--- src/rtl/flags_stack_register_if.sv ---
// Bus bundle for the flags stack register: write/stack controls in, flags and status out.
interface flags_stack_register_if #(
    parameter int unsigned FLAG_W = 4,
    parameter int unsigned DEPTH  = 4,
    parameter int unsigned CNT_W  = $clog2(DEPTH + 1)
);
    logic              write_en;
    logic [FLAG_W-1:0] write_mask;
    logic              sticky_en;
    logic [FLAG_W-1:0] in_flags;
    logic              push;
    logic              pop;
    logic              err_clr;
    logic [FLAG_W-1:0] out_flags;
    logic [CNT_W-1:0]  count;
    logic              full;
    logic              empty;
    logic              ovf_err;
    logic              unf_err;

    modport master (
        output write_en, write_mask, sticky_en, in_flags, push, pop, err_clr,
        input  out_flags, count, full, empty, ovf_err, unf_err
    );

    modport slave (
        input  write_en, write_mask, sticky_en, in_flags, push, pop, err_clr,
        output out_flags, count, full, empty, ovf_err, unf_err
    );
endinterface

--- src/rtl/flags_stack_register.sv ---
// Live ALU flag register with per-bit load/sticky writes and a small save/restore stack.
// Pop beats the write path; push+pop together cancel on the stack and only the write applies.
module flags_stack_register #(
    parameter int unsigned FLAG_W = 4,
    parameter int unsigned DEPTH  = 4,
    parameter int unsigned CNT_W  = $clog2(DEPTH + 1)
) (
    input  logic                   clk,
    input  logic                   reset,
    flags_stack_register_if.slave  bus
);
    localparam int unsigned IdxW = (DEPTH > 1) ? $clog2(DEPTH) : 1;

    logic [FLAG_W-1:0] live_q, live_d;
    logic [CNT_W-1:0]  count_q, count_d;
    logic              ovf_q, ovf_d;
    logic              unf_q, unf_d;
    logic [FLAG_W-1:0] stack_q [DEPTH];

    logic              full, empty;
    logic              push_ok, pop_ok;
    logic              ovf_set, unf_set;
    logic [FLAG_W-1:0] wr_bits, wr_val;
    logic [CNT_W-1:0]  cnt_m1;
    logic [IdxW-1:0]   push_idx, pop_idx;

    assign full  = (count_q == CNT_W'(DEPTH));
    assign empty = (count_q == '0);

    // Decode stack operations, errors and the next live/count/error state.
    always_comb begin
        push_ok  = 1'b0;
        pop_ok   = 1'b0;
        ovf_set  = 1'b0;
        unf_set  = 1'b0;
        wr_bits  = '0;
        wr_val   = '0;
        cnt_m1   = count_q - CNT_W'(1);
        push_idx = count_q[IdxW-1:0];
        pop_idx  = cnt_m1[IdxW-1:0];
        live_d   = live_q;
        count_d  = count_q;

        // Simultaneous push and pop is a no-op on the stack.
        if (bus.push && !bus.pop) begin
            push_ok = !full;
            ovf_set = full;
        end
        if (bus.pop && !bus.push) begin
            pop_ok  = !empty;
            unf_set = empty;
        end

        wr_bits = bus.write_en ? bus.write_mask : '0;
        wr_val  = bus.sticky_en ? (live_q | bus.in_flags) : bus.in_flags;

        if (pop_ok) begin
            live_d  = stack_q[pop_idx];
            count_d = cnt_m1;
        end else begin
            live_d = (live_q & ~wr_bits) | (wr_val & wr_bits);
            if (push_ok) begin
                count_d = count_q + CNT_W'(1);
            end
        end

        // A new error event outranks a clear in the same cycle.
        ovf_d = (ovf_q & ~bus.err_clr) | ovf_set;
        unf_d = (unf_q & ~bus.err_clr) | unf_set;
    end

    // Live flags, occupancy and sticky errors; cleared asynchronously.
    always_ff @(posedge clk or negedge reset) begin
        if (!reset) begin
            live_q  <= '0;
            count_q <= '0;
            ovf_q   <= 1'b0;
            unf_q   <= 1'b0;
        end else begin
            live_q  <= live_d;
            count_q <= count_d;
            ovf_q   <= ovf_d;
            unf_q   <= unf_d;
        end
    end

    // Stack storage; entries at or above count are never read, so no reset.
    always_ff @(posedge clk) begin
        if (push_ok) begin
            stack_q[push_idx] <= live_q;
        end
    end

    assign bus.out_flags = live_q;
    assign bus.count     = count_q;
    assign bus.full      = full;
    assign bus.empty     = empty;
    assign bus.ovf_err   = ovf_q;
    assign bus.unf_err   = unf_q;
endmodule

--- src/flat_wrapper.sv ---
// flat-port wrapper written by rule: the top's interface ports become plain ports
module flags_stack_register_flat 
#(
    parameter int unsigned FLAG_W = 4,
    parameter int unsigned DEPTH  = 4,
    parameter int unsigned CNT_W  = $clog2(DEPTH + 1)
)
  (clk, reset, bus_write_en, bus_write_mask, bus_sticky_en, bus_in_flags, bus_push, bus_pop, bus_err_clr, bus_out_flags, bus_count, bus_full, bus_empty, bus_ovf_err, bus_unf_err);
  flags_stack_register_if #(.FLAG_W(FLAG_W), .DEPTH(DEPTH), .CNT_W(CNT_W)) bus_i ();
  input  logic clk;
  input  logic reset;
  input wire logic [$bits(bus_i.write_en)-1:0] bus_write_en;
  input wire logic [$bits(bus_i.write_mask)-1:0] bus_write_mask;
  input wire logic [$bits(bus_i.sticky_en)-1:0] bus_sticky_en;
  input wire logic [$bits(bus_i.in_flags)-1:0] bus_in_flags;
  input wire logic [$bits(bus_i.push)-1:0] bus_push;
  input wire logic [$bits(bus_i.pop)-1:0] bus_pop;
  input wire logic [$bits(bus_i.err_clr)-1:0] bus_err_clr;
  output wire logic [$bits(bus_i.out_flags)-1:0] bus_out_flags;
  output wire logic [$bits(bus_i.count)-1:0] bus_count;
  output wire logic [$bits(bus_i.full)-1:0] bus_full;
  output wire logic [$bits(bus_i.empty)-1:0] bus_empty;
  output wire logic [$bits(bus_i.ovf_err)-1:0] bus_ovf_err;
  output wire logic [$bits(bus_i.unf_err)-1:0] bus_unf_err;
  assign bus_i.write_en = bus_write_en;
  assign bus_i.write_mask = bus_write_mask;
  assign bus_i.sticky_en = bus_sticky_en;
  assign bus_i.in_flags = bus_in_flags;
  assign bus_i.push = bus_push;
  assign bus_i.pop = bus_pop;
  assign bus_i.err_clr = bus_err_clr;
  assign bus_out_flags = bus_i.out_flags;
  assign bus_count = bus_i.count;
  assign bus_full = bus_i.full;
  assign bus_empty = bus_i.empty;
  assign bus_ovf_err = bus_i.ovf_err;
  assign bus_unf_err = bus_i.unf_err;
  flags_stack_register #(.FLAG_W(FLAG_W), .DEPTH(DEPTH), .CNT_W(CNT_W)) u_core (.clk(clk), .reset(reset), .bus(bus_i));
endmodule
--- config.mk ---
export PLATFORM = sky130hd
export DESIGN_NAME = flags_stack_register_flat
export DESIGN_NICKNAME = d
export VERILOG_FILES = /design/src/rtl/flags_stack_register_if.sv /design/src/rtl/flags_stack_register.sv /design/src/flat_wrapper.sv
export SDC_FILE = /design/constraint.sdc
export NUM_CORES = 1
export LEC_CHECK = 0
export ABC_AREA = 1
export CORE_ASPECT_RATIO = 1.5
export CORE_MARGIN = 3
export CORE_UTILIZATION = 43
export CTS_CLUSTER_SIZE = 16
export DETAILED_ROUTE_END_ITERATION = 6
export PLACE_DENSITY = 0.73
export SYNTH_ARGS = -nofsm -noshare
export SYNTH_HDL_FRONTEND = slang
export SYNTH_SLANG_ARGS = --single-unit
--- constraint.sdc ---
create_clock -name clk -period 2.03 [get_ports clk]
set_input_delay 0.406 -clock clk [delete_from_list [all_inputs] [get_ports clk]]
set_output_delay 0.406 -clock clk [all_outputs]
set_load 0.005 [all_outputs]
Word-level counts from Yosys, hierarchy flattened
Memories as Yosys holds them, arrays and structs flattened.
Index checks and enable logic that the tools add are counted.
- flip-flop bits (word level): 9
- latch bits: 0
- RAM bits: 16
- bits in read-only memories: 0
- input port bits: 15
- output and inout bits: 11
- memories kept: 1
- $add $sub $neg: 2
- $mul: 0
- divide/modulo/power cells: 0
- order comparisons: 0
- eq/ne operators: 1
- shifts and indexed selects: 0
- muxes and demuxes: 11
- bitwise gates (word level): 10
- reduce and logical (&&, ||, !) cells: 8
- memory list (name ; depth ; width ; read ports ; clocked after Yosys merged registers in ; wr ports ; RTL line ; source):
    u_core.stack_q ; 4 ; 4 ; 1 ; 0 ; 1 ; flags_stack_register.sv:18 ; logic [FLAG_W-1:0] stack_q [DEPTH];
- operators by type and width (operator ; number):
    4-bit two-way mux ; 3
    4-bit AND ; 2
    4-bit OR ; 2
    1-bit two-way mux ; 6
    3-bit two-way mux ; 2
    1-bit logical NOT ; 4
    4-bit NOT ; 1
    3-bit by 1-bit adder with 3-bit output (second input constant) ; 1
    3-bit equality test (second input constant) ; 1
    3-bit logical NOT ; 1
    3-bit by 1-bit subtractor with 3-bit output (second input constant) ; 1
    1-bit AND ; 2
    1-bit logical AND ; 2
    1-bit OR ; 2
    2-bit nonzero test ; 1
    1-bit NOT ; 1

Longest topological paths before layout
Gate-level depths: netlist (run 1).
- depth after elaboration: 5
- mapped depth: 9

Least setup slack after synthesis (run 1)
No wires, ideal clock.
- path kind: register to register
- start point: register u_core.count_q[0] (netlist: u_core.bus.count[0])
- end point: register (tool-made name)
- library setup time: 0.113 ns
- arrival time: 1.488 ns
- data required time: 1.917 ns
- path slack: 0.429 ns
- stages on the path, launching flop included: 10
- period minus slack after synthesis: 1.601 ns
- cells stage by stage: dfrtp_1 -> buf_6 -> inv_2 -> ha_1 -> ha_1 -> nand3b_4 -> inv_2 -> nand3_1 -> nand2_1 -> inv_1
- RTL lines (what ; RTL line ; source):
    start, declared ; flags_stack_register.sv:15 ; logic [CNT_W-1:0] count_q, count_d;
    start signal, assigned ; flags_stack_register.sv:81 ; count_q <= count_d;

Worst setup path in the final report (run 1)
- start point: register u_core.count_q[0] (netlist: u_core.bus.count[0])
- end point: output bus_count[0]
- RTL lines (what ; RTL line ; source):
    end, declared ; flat_wrapper.sv:20 ; output wire logic [$bits(bus_i.count)-1:0] bus_count;
No word-level cell between the ends.

==> results of run 1 <==
==> worst max-delay path by stage <==
stage,from,end,slack [ns],cells past startpoint
finish,u_core.bus.count[0],bus_count[0],0.17,3
global route,u_core.bus.count[0],bus_count[0],0.11,3
CTS,u_core.bus.count[0],bus_full,0.03,5
detailed placement,bus_pop,u_core.stack_q[1][1],0.18,4
global placement,bus_pop,u_core.stack_q[1][1],0.23,4
floorplan,u_core.bus.count[0],flop,0.43,9
==> stage by stage <==
step	util [%]	std cells	power (mW)	hold slack, ns
global placement	56.8	197	1.67	0.514
detailed placement	56.8	197	1.71	0.543
CTS	59.0	202	2.01	0.459
floorplan	-	134	1.30	0.110
global route	59.4	203	2.18	0.466
finish	59.4	203	2.02	0.448
==> area by class of cell <==
class	count	area share (%)
tap	37	2.85
multi-input combinational	77	26.1
timing repair buffer	29	17.3
inverter	31	7.17
clock inverter	1	0.463
sequential	25	43.5
clock buffer	3	2.54
==> kinds of logic after synthesis <==
group / count (synthesis) / synth area share (%)
adder cells (fa/ha/maj): 6 / 5.99
flip-flops: 25 / 56.3
AND/OR/NAND/NOR: 65 / 24.6
AO/OA/AOI/OAI: 5 / 2.20
buffers and inverters: 32 / 10.2
XOR/XNOR: 1 / 0.699
==> worst max-delay path, stage by stage (launching register included) <==
cell and delay (ns):
dfrtp_1 0.38, buf_4 0.12, buf_4 0.18, clkdlybuf4s50_1 0.52
==> power breakdown <==
| group | switching, mW | leakage [nW] | internal, mW |
|---|---|---|---|
| combinational | 0.470 | 0.502 | 0.421 |
| clock | 0.152 | 0.0217 | 0.139 |
| sequential | 0.126 | 0.253 | 0.711 |
==> per-layer routing <==
layer  up-vias  GRT usage, %  share of wire, %
li1        494             -                 -
met1       492          17.0                38
met2        30          29.9                56
met3        12          1.85               3.2
met4         0          10.2               3.6
met5         -             0                 0
==> cell usage in the layout, fill, tap and decap left out <==
cell type / n
nand3b_1: 1
dlymetal6s2s_1: 1
or2_0: 1
nand3_1: 28
nand2_1: 27
dlygate4sd2_1: 1
clkdlybuf4s50_1: 23
ha_2: 2
o21ai_0: 4
clkbuf_8: 3
inv_2: 4
nand3b_4: 1
ha_1: 4
xor2_1: 1
inv_1: 27
edfxtp_1: 16
a21o_1: 1
nand3_2: 1
dfrtp_1: 9
clkinvlp_4: 1
nor2_1: 6
buf_4: 4
==> timing repair <==
action                     4_1_cts  5_1_grt
setup endpoints to repair        2        1
gates resized for setup          4        1
cloned                           0        0
pin swaps                        0        0
hold buffers                     0        0
buffers inserted                 1        1
==> metrics.md, run 1 <==
| Metric | Value |
|---|---|
| GRT Total Usage | `between 15 and 20%` |
| Synthesized area per cell | `9.35 um^2` |
| Area of the core | `0.00273 mm^2` |
| Reg-to-reg endpoint | `u_core.stack_q[0][1]` |
| Clock-pin slew on the worst setup and hold paths | `roughly 0.080 ns` |
| Slack of the critical path | `about 0.17 ns` |
| Setup WS pre-CTS | `approximately 0.18 ns` |
| Critical Path AT | `1.46 ns` |
| First-pass GRT wire length | `4410 um` |
| Top cell type's share of synthesized area | `38.4%` |
| Largest area contributor in the netlist | `edfxtp_1` |
| Post-synth EDFFs | `16` |
| Pwr dens | `between 1000 and 1500 mW/mm^2` |
| Multi-input gate area | `424 um^2` |
| Worst Path Max Fanout | `12` |
| FF-to-FF path depth | `5` |
| Synth Cell Area | `around 0.0013 mm^2` |
| Antenna-violating nets left | `0` |
| Unique cell type count in the Yosys netlist | `16` |
| Max Fclk | `536 MHz` |
| Post-Syn Nets | `about 160` |
| Largest net degree at the start of global routing | `16` |
| Slew HR | `a little over two thirds` |
| Asr flop ratio synth | `between 30% and 40%` |
| Critical Path Sink Type | `primary output` |
| Main flop type after synthesis | `edfxtp_1` |
| Ports | `26` |
| Hold WC Path Type | `in -> async` |
| FILL cells | `242` |
| Final setup TNS | `0 ns` |
| Clk sink count | `25` |
| Initial antenna violation count | `0` |
| Min cycle time layout | `1.86 ns` |
| Initial DRT Pass Iterations | `4` |
| Share of cells above drive strength 1 | `under 10%` |
| Cell count after synthesis | `134` |
| Clk_lat worst skew | `0.26 ns` |
| FP Rows | `23` |
| Finished Cell Area | `0.00162 mm^2` |
| Die height | `72.1 um` |
| Seq/Total Area, Yosys | `roughly 56%` |
| Final hold vios | `0` |
| Max Slew Vio Count | `0` |
| FF/Latch Area | `706 um^2` |
| Global route overflow | `0` |
| Starting Density | `45.8%` |
| Initial DRC count | `18` |
| Port buffer count | `25` |
| Via/cell ratio | `5.06` |
| Final HPWL DP | `2110 um` |
| Worst EP required | `1.62 ns` |
| Period Utilization, post-route | `between 90% and 100%` |
| Register-to-register setup slack | `0.45 ns` |
| Vias in the first global route | `about 1,000` |
| Top cells by area, synth | `edfxtp_1 (38%), dfrtp_1 (18%), nand3_1 (11%)` |
| Status | `complete, no violations` |
| Top post-synthesis cells by count | `inv_1 (28), nand3_1 (28), nand2_1 (27)` |
| Vias | `1,028` |
| Synth Warn # | `0` |
| Number of H-tree levels | `1` |
| DRC | `0` |
| Crit Path Class | `reg -> out` |
| Worst vdd ir | `553 uV` |
| Number of synthesized register bits | `25` |
| Total CTS buffers | `3` |
| Clock skew | `just under 0.001 ns` |
| Max_cap viols | `0` |
| DR WL/cell | `approximately 13 um` |
| # setup viols final | `0` |
| Reg2reg start | `u_core.bus.count[0]` |
| Die X | `roughly 50 um` |
| Total routed wirelength | `2660 um` |
| Root Driver | `clkbuf_8` |
| Startpoint types | `flop` |
| Pleak | `0.776 nW` |
| GPL Wtd Cong | `0.826` |
| Clock buffer depth | `2` |
| CTS tree | `done` |
| Worst-Margin Slew | `0.446 ns` |
| Die area | `0.00361 mm^2` |
| Final nets | `between 150 and 200` |
| # diodes | `0` |
| RSZ-0062 raised after global routing | `false` |
| Synth-to-Final Area Change | `29.6%` |
| Post-DP Area | `0.00155 mm^2` |
(Power assumes the default switching activity.)
==> inputs of run 2 (changes only) <==
--- a/config.mk
+++ b/config.mk
@@ -6,7 +6,7 @@
 export NUM_CORES = 1
 export LEC_CHECK = 0
 export ABC_AREA = 1
-export CORE_ASPECT_RATIO = 1.5
+export CORE_ASPECT_RATIO = 0.8
 export CORE_MARGIN = 3
 export CORE_UTILIZATION = 43
 export CTS_CLUSTER_SIZE = 16
==> run 2 against run 1 <==
Compared with the run above: combinational power fell by 1%; sequential power barely moved; clock power fell by 25%; largest power group unchanged.
==> metrics.md, run 2 (synthesized netlist as in run 1, its figures left out) <==
| Metric | Value |
|---|---|
| Antenna-violating nets left | `0 (unchanged)` |
| Max Slew Vio Count | `0 (unchanged)` |
| Period Utilization, post-route | `95.7% (+3.9 points)` |
| Final hold vios | `0 (unchanged)` |
| First-pass GRT wire length | `4270 um (-3.1%)` |
| Clock share of power | `11.2% (-3.2 points)` |
| Clock-pin slew on the worst setup and hold paths | `0.13 ns (+0.05 ns)` |
| Port buffer count | `25 (unchanged)` |
| Met3 wire length | `151 um (+78%)` |
| GPL Wtd Cong | `0.862 (+4.4%)` |
| RSZ-0062 raised after global routing | `false` |
| DRC | `0 (unchanged)` |
| Status | `complete, no violations` |
| Met2 Wirelength | `1240 um (-16%)` |
| Internal power | `1.20 mW (-5.2%)` |
| Die X | `66.3 um (+33%)` |
| Clk sink count | `25 (unchanged)` |
| Total routed wirelength | `2560 um (-3.9%)` |
| Slack of the critical path | `0.0868 ns (-0.0782 ns)` |
| Via/cell ratio | `4.82 (-4.8%)` |
| Clock skew | `0.0147 ns (+0.0138 ns)` |
| Ports | `26 (unchanged)` |
| DR WL/cell | `12.7 um (-3.4%)` |
| FP Rows | `16 (-30%)` |
| Hold WC Path Type | `in -> async` |
| Total CTS buffers | `3 (unchanged)` |
| Largest net degree at the start of global routing | `16 (unchanged)` |
| Root Driver | `clkbuf_4` |
| Highest metal layer with signal wires | `met4` |
| GRT Total Usage | `16.1% (-0.079 points)` |
| Pleak | `0.756 nW (-2.7%)` |
| Critical Path AT | `1.54 ns (+0.08 ns)` |
| Startpoint types | `flop` |
| Final HPWL DP | `2030 um (-3.7%)` |
| Vias in the first global route | `973 (-4.8%)` |
| # diodes | `0 (unchanged)` |
| Clk_lat worst skew | `0.32 ns (+0.06 ns)` |
| Initial antenna violation count | `0 (unchanged)` |
| Die area | `0.00360 mm^2 (-0.26%)` |
| Number of H-tree levels | `1 (unchanged)` |
| Synth-to-Final Area Change | `27.7%` |
| P_sw | `734 uW (-2.0%)` |
| Initial DRT Pass Iterations | `4 (unchanged)` |
| Initial DRC count | `50 (+32)` |
| Global route overflow | `0 (unchanged)` |
| M1 WL | `1150 um (+15%)` |
| Area of the core | `0.00260 mm^2 (-4.8%)` |
| Starting Density | `48.1% (+2.3 points)` |
| Sw frac | `37.8% (+0.79 points)` |
| Commonest cells after routing, fill and taps aside | `nand3_1 (28), inv_1 (27), nand2_1 (27), clkdlybuf4s50_1 (23), edfxtp_1 (16)` |
| Sequential Power Share | `43.2% (+1.7 points)` |
| Pwr dens | `1210 mW/mm^2 (-2.6%)` |
| Worst EP required | `1.62 ns (about the same)` |
| # setup viols final | `0 (unchanged)` |
| Worst vdd ir | `633 uV (+14%)` |
| Min cycle time layout | `1.94 ns (+0.0782 ns)` |
| FILL cells | `244 (+0.83%)` |
| Final setup TNS | `0 ns (unchanged)` |
| Worst Path Max Fanout | `12 (unchanged)` |
| Worst-Margin Slew | `0.409 ns (-0.0371 ns)` |
| Critical Path Sink Type | `primary output` |
| Vias | `974 (-5.3%)` |
| CTS tree | `done` |
| Comb pwr share | `45.5% (+1.4 points)` |
| Setup WS pre-CTS | `0.180 ns (+0.00391 ns)` |
| Max Fclk | `515 MHz (-4.0%)` |
| Crit Path Class | `reg -> out` |
| Die height | `54.3 um (-25%)` |
| Clock buffer depth | `2 (unchanged)` |
| Max_cap viols | `0 (unchanged)` |
| Slew HR | `72.7% (+2.5 points)` |
| Share of cells above drive strength 1 | `9.64% (unchanged)` |
| Most common cell after layout, fill and taps aside | `nand3_1` |
| Final nets | `188 (unchanged)` |
## run 2: changes by cell type in the layout (fill, tap and decap cells not counted), sizes merged
cell | before | now
dlymetal6s2s | 1 | 0
dlygate4sd2 | 1 | 2
## run 2: layout make-up
type,count,area (um^2),share of cell area (%)
well taps,36,45.0,2.82
repair buffers,29,278,17.4
inverters,31,116,7.28
multi-input cells,77,424,26.5
flip-flops and latches,25,706,44.1
clock inverters,1,7.51,0.469
clock buffers,3,22.5,1.41
## run 2: final timing paths
check	end	depth (start not counted)	slack, ns	from
max	bus_count[0]	3	0.09	u_core.bus.count[0]
min	u_core.bus.count[1]	1	0.36	reset
max reg2reg	u_core.stack_q[3][1]	5	0.46	u_core.bus.count[0]
min reg2reg	u_core.bus.unf_err	2	0.57	u_core.bus.unf_err
max in group asynchronous	async pin	1	1.37	reset
min in group clk	u_core.bus.unf_err	2	0.57	u_core.bus.unf_err
## run 2: layer usage
layer	vias up	track usage (%)
li1	491	-
met1	451	20.5
met2	28	27.7
met3	4	3.90
met4	0	4.73
met5	-	0
## run 2: stage by stage
| step | utilization, % | cells | hold WS [ns] | area, um^2 | power, mW |
|---|---|---|---|---|---|
| after detailed placement | 59.6 | 196 | 0.552 | 1550 | 1.71 |
| after global routing | 61.4 | 202 | 0.392 | 1600 | 2.10 |
| after global placement | 59.6 | 196 | 0.522 | 1550 | 1.68 |
| after floorplan | - | 134 | 0.110 | 1250 | 1.30 |
| after CTS | 61.4 | 202 | 0.368 | 1600 | 1.95 |
| final | 61.4 | 202 | 0.357 | 1600 | 1.94 |
## run 2: worst max-delay path, cell delays in order (launching register included)
cell	delay, ns
dfrtp_1	0.40
buf_4	0.12
buf_4	0.17
clkdlybuf4s50_1	0.52
## run 2: power by group through the flow
stage	Combinational, mW	Clock [mW]	Sequential (mW)
4_1_cts	0.891	0.224	0.840
3_5_place_dp	0.850	0	0.858
6_report	0.882	0.218	0.838
2_1_floorplan	0.484	0	0.816
5_1_grt	1.00	0.239	0.854
3_3_place_gp	0.828	0	0.852
## run 2: what timing repair did
| action | 4_1_cts | 5_1_grt |
|---|---|---|
| buffers inserted | 2 | 0 |
| hold buffers | 0 | 0 |
| endpoints found under the setup margin | 2 | 0 |
| hold endpoints to repair | 0 | 0 |
| resized for setup | 5 | 0 |
==> inputs of run 3 (changes only) <==
--- a/config.mk
+++ b/config.mk
@@ -12,6 +12,8 @@
 export CTS_CLUSTER_SIZE = 16
 export DETAILED_ROUTE_END_ITERATION = 6
 export PLACE_DENSITY = 0.73
+export SETUP_SLACK_MARGIN = 0.4
+export SLEW_MARGIN = 10
 export SYNTH_ARGS = -nofsm -noshare
 export SYNTH_HDL_FRONTEND = slang
 export SYNTH_SLANG_ARGS = --single-unit
==> run 3 against run 2 <==
Compared with the run above: non-clock buffer count grew 20; cell count increased by 9.9%; first-iteration DRC count up 46%; register-to-register slack got worse by 0.17 ns; setup slack improved by 0.19 ns; clock-buffer cell count did not move; via count rose by 20%; clock power increased by 6%; largest cell class unchanged; highest routed layer unchanged.
==> metrics.md, run 3 (synthesized netlist as in run 1, its figures left out) <==
| Metric | Value |
|---|---|
| Status | `complete, no violations` |
| Critical Path Max Stage Delay | `0.42 ns (-0.10 ns)` |
| Worst vdd ir | `738 uV (+17%)` |
| Met3 Use GR | `5.34% (+1.4 points)` |
| FILL cells | `195 (-20%)` |
| Die height | `54.3 um (unchanged)` |
| Vias in the first global route | `1,119 (+15%)` |
| M1 GR Usage | `22.2% (+1.7 points)` |
| Share of cells above drive strength 1 | `28.0% (+18 points)` |
| Busiest layer in global routing | `met2` |
| Worst-Margin Slew | `0.455 ns (+0.0463 ns)` |
| Initial DRT Pass Iterations | `4 (unchanged)` |
| # diodes | `0 (unchanged)` |
| Max_cap viols | `0 (unchanged)` |
| Pleak | `0.945 nW (+25%)` |
| Antenna-violating nets left | `0 (unchanged)` |
| DR WL/cell | `17.2 um (+36%)` |
| Slew HR | `69.6% (-3.1 points)` |
| CTS tree | `done` |
| Startpoint types | `flop` |
| Final hold vios | `0 (unchanged)` |
| Worst hold slack | `0.355 ns (-0.00114 ns)` |
| Die area | `0.00360 mm^2 (unchanged)` |
| Most common cell after layout, fill and taps aside | `nand3_1` |
| Starting Density | `48.1% (unchanged)` |
| Port buffer count | `25 (unchanged)` |
| Ports | `26 (unchanged)` |
| Critical Path Sink Type | `primary output` |
| Global Route met2 Usage | `35.4% (+7.7 points)` |
| Number of H-tree levels | `1 (unchanged)` |
| Min cycle time layout | `1.76 ns (-0.185 ns)` |
| Area of the core | `0.00260 mm^2 (unchanged)` |
| Register-to-register setup slack | `0.29 ns (-0.17 ns)` |
| Clock-pin slew on the worst setup and hold paths | `0.15 ns (+0.02 ns)` |
| GPL Wtd Cong | `0.862 (unchanged)` |
| Clock buffer depth | `2 (unchanged)` |
| Commonest cells after routing, fill and taps aside | `nand3_1 (27), inv_1 (26), nand2_1 (26), buf_4 (17), edfxtp_1 (16)` |
| RSZ-0062 raised after global routing | `true` |
| Final nets | `208 (+11%)` |
| GRT Total Usage | `19.6% (+3.5 points)` |
| Clock skew | `0.0201 ns (+0.00534 ns)` |
| DRC | `0 (unchanged)` |
| Synth-to-Final Area Change | `51.3%` |
| Critical Path AT | `1.35 ns (-0.19 ns)` |
| FP Rows | `16 (unchanged)` |
| Via/cell ratio | `5.26 (+9.1%)` |
| Die X | `66.3 um (unchanged)` |
| Vias | `1,168 (+20%)` |
| Global route overflow | `0 (unchanged)` |
| Root Driver | `clkbuf_4` |
| Clk_lat worst skew | `0.34 ns (+0.02 ns)` |
| Hold WC Path Type | `in -> async` |
| Clk sink count | `25 (unchanged)` |
| # setup viols final | `0 (unchanged)` |
| Worst EP required | `1.62 ns (about the same)` |
| Max Fclk | `569 MHz (+11%)` |
| Total CTS buffers | `3 (unchanged)` |
| Largest net degree at the start of global routing | `16 (unchanged)` |
| Final HPWL DP | `2030 um (unchanged)` |
| Final setup TNS | `0 ns (unchanged)` |
| First-pass GRT wire length | `5060 um (+19%)` |
| Worst Path Max Fanout | `2 (-10)` |
| Initial DRC count | `73 (+46%)` |
| Max Slew Vio Count | `0 (unchanged)` |
| Worst path slowest cell | `dfrtp_1` |
| Crit Path Class | `reg -> out` |
| Period Utilization, post-route | `86.6% (-9.1 points)` |
| Total routed wirelength | `3830 um (+50%)` |
| Initial antenna violation count | `0 (unchanged)` |
| Crit path cell chain | `inv_2, buf_12, ha_4, nand2_4, inv_4, buf_6` |
| Pwr dens | `1310 mW/mm^2 (+7.7%)` |
run 3: layout make-up:
class / instances / area, um^2 / share of cell area (%)
clock buffer: 3 / 22.5 / 1.19
tap: 36 / 45.0 / 2.38
clock inverter: 1 / 7.51 / 0.396
multi-input combinational: 77 / 518 / 27.3
sequential: 25 / 711 / 37.5
timing repair buffer: 49 / 473 / 25.0
inverter: 31 / 119 / 6.27
run 3: worst max-delay path: cells and delay by family, from the launching register on:
kind                       cells  cell delay (ns)
buffers and inverters          4             0.36
and+or+nand+nor                1             0.07
DFF                            1             0.42
adders and majority gates      1             0.16
run 3: metal layers:
metal,vias up,part of all wire [%]
li1,534,-
met4,0,3.9
met5,-,0
met2,55,50
met1,558,39
met3,21,6.8
run 3: final timing paths:
path	depth (start not counted)	startpoint	endpoint
min	1	reset	u_core.bus.count[1]
min in group clk	2	u_core.bus.ovf_err	u_core.bus.ovf_err
max in group asynchronous	1	reset	async pin
max reg2reg	10	u_core.bus.count[1]	u_core.bus.count[1]
min reg2reg	2	u_core.bus.ovf_err	u_core.bus.ovf_err
max	6	u_core.bus.count[1]	bus_full
run 3: through the flow:
step	setup slack, ns	instances	total power [mW]	area [um^2]	utilization [%]
after floorplan	0.429	134	1.30	1250	-
after global placement	0.207	196	1.68	1550	59.6
after detailed placement	0.180	196	1.71	1550	59.6
after CTS	0.277	218	2.27	1780	68.2
after global routing	0.195	222	2.62	1900	72.8
final	0.272	222	2.47	1900	72.8
run 3: power breakdown:
| group | total (mW) | internal, mW | switching, mW |
|---|---|---|---|
| sequential | 0.789 | 0.718 | 0.0712 |
| clock | 0.232 | 0.0758 | 0.156 |
| combinational | 1.45 | 0.690 | 0.764 |
| total | 2.47 | 1.48 | 0.991 |
run 3: what timing repair did:
item | in CTS | in global routing
resized for setup | 26 | 27
setup endpoints to repair | 9 | 26
pin swaps | 1 | 4
hold buffers | 0 | 0
endpoints found under the hold margin | 0 | 0
buffers inserted | 18 | 4
